$ cat src/rtl/arb_pkg.sv
// Shared definitions for the round-robin mux arbiter: output-buffer state
// encoding and requester index constants.
package arb_pkg;

  typedef enum logic {
    EMPTY = 1'b0,
    FULL  = 1'b1
  } state_t;

  localparam logic SRC0 = 1'b0;
  localparam logic SRC1 = 1'b1;

endpackage : arb_pkg

$ cat src/rtl/mux2_w.sv
// WIDTH-wide 2:1 data mux; sel=0 passes a, sel=1 passes b.
module mux2_w #(
  parameter int WIDTH = 8
) (
  input  logic [WIDTH-1:0] a,
  input  logic [WIDTH-1:0] b,
  input  logic             sel,
  output logic [WIDTH-1:0] y
);

  // Pure combinational select, no other logic in the data path.
  always_comb begin
    y = sel ? b : a;
  end

endmodule : mux2_w

$ cat src/rtl/rr_mux_arbiter.sv
// Two-requester round-robin arbiter sharing one 2:1 mux into a one-entry
// registered output, with saturating per-source transfer counters.
//
// state | meaning
// ------+--------------------------------------------------
// EMPTY | output register holds no word, out_valid=0
// FULL  | output register holds a word awaiting out_ready
module rr_mux_arbiter
  import arb_pkg::*;
#(
  parameter int WIDTH = 8,
  parameter int CNT_W = 16
) (
  input  logic             clk,
  input  logic             rst,
  input  logic             req0_valid,
  input  logic [WIDTH-1:0] req0_data,
  output logic             req0_ready,
  input  logic             req1_valid,
  input  logic [WIDTH-1:0] req1_data,
  output logic             req1_ready,
  output logic             out_valid,
  output logic [WIDTH-1:0] out_data,
  output logic             out_src,
  input  logic             out_ready,
  output logic             sel,
  output logic [CNT_W-1:0] cnt0,
  output logic [CNT_W-1:0] cnt1
);

  localparam logic [CNT_W-1:0] CNT_ONE = {{(CNT_W-1){1'b0}}, 1'b1};
  localparam logic [CNT_W-1:0] CNT_MAX = {CNT_W{1'b1}};

  state_t           state_q, state_d;
  logic             last_grant_q;
  logic [WIDTH-1:0] out_data_q;
  logic             out_src_q;
  logic [CNT_W-1:0] cnt0_q, cnt1_q;
  logic [WIDTH-1:0] mux_y;
  logic             grant;
  logic             winner;
  logic             can_load;
  logic             load;

  // Round-robin decision: a lone requester wins outright, a tie goes to the
  // source that did not win last; with nobody asking, sel parks on last_grant.
  always_comb begin
    grant  = req0_valid | req1_valid;
    winner = SRC0;
    if (req0_valid && req1_valid) begin
      winner = ~last_grant_q;
    end else if (req1_valid) begin
      winner = SRC1;
    end
    sel = grant ? winner : last_grant_q;
  end

  mux2_w #(
    .WIDTH(WIDTH)
  ) u_mux (
    .a  (req0_data),
    .b  (req1_data),
    .sel(sel),
    .y  (mux_y)
  );

  // Next-state and handshake decode; reset suppresses any ready that cycle.
  always_comb begin
    state_d    = state_q;
    can_load   = !rst && ((state_q == EMPTY) || out_ready);
    load       = grant && can_load;
    req0_ready = load && (winner == SRC0) && req0_valid;
    req1_ready = load && (winner == SRC1) && req1_valid;
    case (state_q)
      EMPTY: begin
        if (load) state_d = FULL;
      end
      FULL: begin
        if (load)           state_d = FULL;
        else if (out_ready) state_d = EMPTY;
      end
      default: state_d = EMPTY;
    endcase
  end

  // Output buffer state register.
  always_ff @(posedge clk) begin
    if (rst) state_q <= EMPTY;
    else     state_q <= state_d;
  end

  // Output word, source tag, round-robin pointer and saturating counters.
  always_ff @(posedge clk) begin
    if (rst) begin
      out_data_q   <= '0;
      out_src_q    <= SRC0;
      last_grant_q <= SRC1;
      cnt0_q       <= '0;
      cnt1_q       <= '0;
    end else if (load) begin
      out_data_q   <= mux_y;
      out_src_q    <= winner;
      last_grant_q <= winner;
      if (winner == SRC0) begin
        if (cnt0_q != CNT_MAX) cnt0_q <= cnt0_q + CNT_ONE;
      end else begin
        if (cnt1_q != CNT_MAX) cnt1_q <= cnt1_q + CNT_ONE;
      end
    end
  end

  assign out_valid = (state_q == FULL);
  assign out_data  = out_data_q;
  assign out_src   = out_src_q;
  assign cnt0      = cnt0_q;
  assign cnt1      = cnt1_q;

endmodule : rr_mux_arbiter

$ cat config.mk
export PLATFORM = sky130hd
export DESIGN_NAME = rr_mux_arbiter
export DESIGN_NICKNAME = d
export VERILOG_FILES = /design/src/rtl/arb_pkg.sv /design/src/rtl/mux2_w.sv /design/src/rtl/rr_mux_arbiter.sv
export SDC_FILE = /design/constraint.sdc
export NUM_CORES = 1
export LEC_CHECK = 0
export BUFFER_PORTS_ARGS = -buffer_cell sky130_fd_sc_hd__buf_2
export CORE_MARGIN = 3
export CORE_UTILIZATION = 52
export DETAILED_ROUTE_END_ITERATION = 7
export GPL_TIMING_DRIVEN = 0
export PLACE_DENSITY = 0.8
export SYNTH_ARGS = -nofsm -noshare
export SYNTH_HDL_FRONTEND = slang
export SYNTH_SLANG_ARGS = --single-unit
$ cat constraint.sdc
create_clock -name clk -period 2.1 [get_ports clk]
set_input_delay 0.21 -clock clk [delete_from_list [all_inputs] [get_ports clk]]
set_output_delay 0.21 -clock clk [all_outputs]
set_load 0.02 [all_outputs]
==> reports/qor.csv <==
metric,value,unit
ys_top_cells_by_area,"dfxtp_1, mux2_2, mux2i_1",
stdcell_count,378,
synth_nets,278,
worst_pin_slew,0.7282,ns
seqPwrFrac,55.0,%
cts_tree,yes,
fin_util,66.74,%
io_buffers,65,
cp-start-kind,register,
dp_hpwl,3998,microns
p_leak,1.145,nW
syn_area,0.002271,sq mm
grt_pass1_vias,1991,
drc,0,
synth.most_common_cell,dfxtp_1,
grt_start_max_net_pins,13,
yosys.area.top_type,dfxtp_1,
holdWs,0.1868,ns
relSlewSlack,51.24,%
overflow,0,
ir_worst_vdd,0.0004846,V
synthCells,255,
ys_seq_area_share,37.91,%
layout.nets,350,
cts_htree_levels,2,
fmax,511.7,MHz
grt_setup_unrepaired,no,
p_total,0.001567,W
setup_violations,0,
whs_path_depth,3,
rows,23,
detail-route-antenna-nets,0,
synth_xor_area_share,0,%
muxShareOfSynthArea,10.30,%
synth-async-reset-ratio,0,%
cp.arrival,2.18,ns
drv_slew,0,
yosys_warnings,0,
clk_latency,0.29,ns
pin_count,66,
critical_path.max_fanout,7,
clock_sinks,43,
vias,2255,
cts_buffers,5,
rr_worst_depth,5,
vias_per_cell,5.966,
worst_r2r_endpoint,cnt0[10],
ys_seq_elements,43,
startpoint,cnt0[0],
grt_pass1_wl,9204,microns
area_growth_syn_to_layout,20.94,%
synth_compound_area_share,15.10,%
start_util,55.18,%
synth_top_flop_cell,dfxtp_1,
critPathKind,reg2reg,
dieArea,0.005196,sq mm
fin_tns_setup,0,ns
place.gp.congestion,0.8525,
fin_worst_skew,0.004071,ns
root_buffer,clkbuf_8,
ys_types,50,
p_int,0.001152,W
r2r_slack,0.15,ns
period_needed,1.954,ns
synth_top_area_share,37.91,%
first_iter_violations,190,
wirelength,5446,microns
netlist_top_cells_count,"dfxtp_1, nand2_1, nand3_1",
path_clk_slew,0.08,ns
antennaDiodeCount,0,
finalCritPeriodShare,93.06,%
antenna_found_initial,0,
power.switching,0.0004146,W
crit_required,2.33,ns
grt_use_total,21.97,%
numPlacedInstances,370,
status,finished clean,
hp-class,in2reg,
critPathCaptureType,register,
drtPass1Iterations,4,
synth-edff-count,0,
timing.rr.start,cnt0[0],
holdCritStartpoint,req1_data[3],
avgSynthCellArea,8.906,sq um
yosys.area_share.simple,31.02,%
core-area,0.004115,sq mm
chipWidth,72.09,microns
whs_endpoint,out_data[3],
drv_cap,0,
synth_top_family_by_area,simple AND/OR/NAND/NOR gates,
power_density,570.6,mW/mm^2
clkPwrFrac,32.2,%
dieHeight,72.09,microns
synth_adder_area_share,1.102,%
drive_above_1_share,30.18,%
final-hold-violation-count,0,
clockBufferDepth,2,
switching_share,26.46,%
wl_per_cell,14.41,microns
p_comb_share,12.8,%
## final cells by class
class / count / area, sq um
Fill cell: 339 / 1369
Multi-Input combinational cell: 192 / 1313
Sequential cell: 43 / 860.8
Timing Repair Buffer: 65 / 325.3
Clock buffer: 7 / 76.32
Buffer: 11 / 70.07
Tap cell: 50 / 62.56
Inverter: 9 / 33.78
Clock inverter: 1 / 5.005
## routing by layer
metal | GRT usage (%) | up-vias | share of wire (%)
li1 | - | 1123 | -
met1 | 28.68 | 1036 | 45
met2 | 35.09 | 90 | 45
met3 | 6.371 | 6 | 8.8
met4 | 6.681 | 0 | 1.1
met5 | 0 | - | 0
## repair_timing
action                                 4_1_cts  5_1_grt
hold buffers                                 0        0
setup endpoints to repair                    0        3
endpoints found under the hold margin        0        0
gates resized for setup                      0        1
buffers inserted                             0        0
## critical path: stages (launching register included)
cell	delay [ns]
dfxtp_1	0.45
ha_1	0.29
nand4_4	0.17
or3_1	0.42
or4_1	0.40
a21oi_1	0.15
## cells by family after synthesis
family / Yosys count
mux: 22
fa+ha+maj: 2
buf+inv: 20
simple gates: 119
compound gates: 49
flops: 43
## through the flow
step	setup slack, ns	area, sq um
finish	0.1456	2746
global route	0.03650	2746
CTS	0.1390	2740
detailed placement	0.1628	2659
global placement	0.1998	2659
floorplan	0.1857	2271
## power by group through the flow
stage                     sequential (W)  combinational (W)  clock (W)
after floorplan                 0.000910          0.0000952          0
after global placement          0.000879           0.000197          0
after detailed placement        0.000880           0.000201          0
after CTS                       0.000862           0.000202   0.000520
after global routing            0.000865           0.000221   0.000552
final                           0.000862           0.000200   0.000504
## state kept, by name, indices dropped and copies added (netlist names)
register / flops
cnt0: 16
cnt1: 16
out_data: 8
last_grant_q: 1
out_src: 1
out_valid: 1
## worst max path at each step
| stage | to | cells past startpoint | slack (ns) |
|---|---|---|---|
| after global placement | cnt0[6] | 6 | 0.20 |
| after CTS | cnt0[6] | 6 | 0.14 |
| after detailed placement | cnt1[13] | 5 | 0.16 |
| after floorplan | cnt0[10] | 5 | 0.19 |
| after global routing | cnt1[15] | 4 | 0.04 |
| final | cnt0[10] | 5 | 0.15 |
## cell usage in the layout, fill, tap and decap left out, types with 2 or more instances in the layout
cell / instances
inv_1: 8
nor2b_1: 12
nand4_1: 13
nor3_1: 2
a21oi_1: 9
or2_2: 4
a311oi_1: 2
mux2i_1: 11
and4_1: 3
nor2_1: 14
mux2_2: 11
a31oi_1: 2
buf_6: 3
or4_1: 6
dfxtp_1: 43
o41ai_1: 4
ha_1: 2
or3_1: 4
buf_2: 66
o311ai_0: 6
clkbuf_1: 6
nor4_2: 2
nand2_1: 19
o21ai_0: 12
o31ai_1: 7
nand3_1: 19
clkbuf_8: 5
nor4_1: 9
Note: power is estimated with default switching activity, not from simulation.
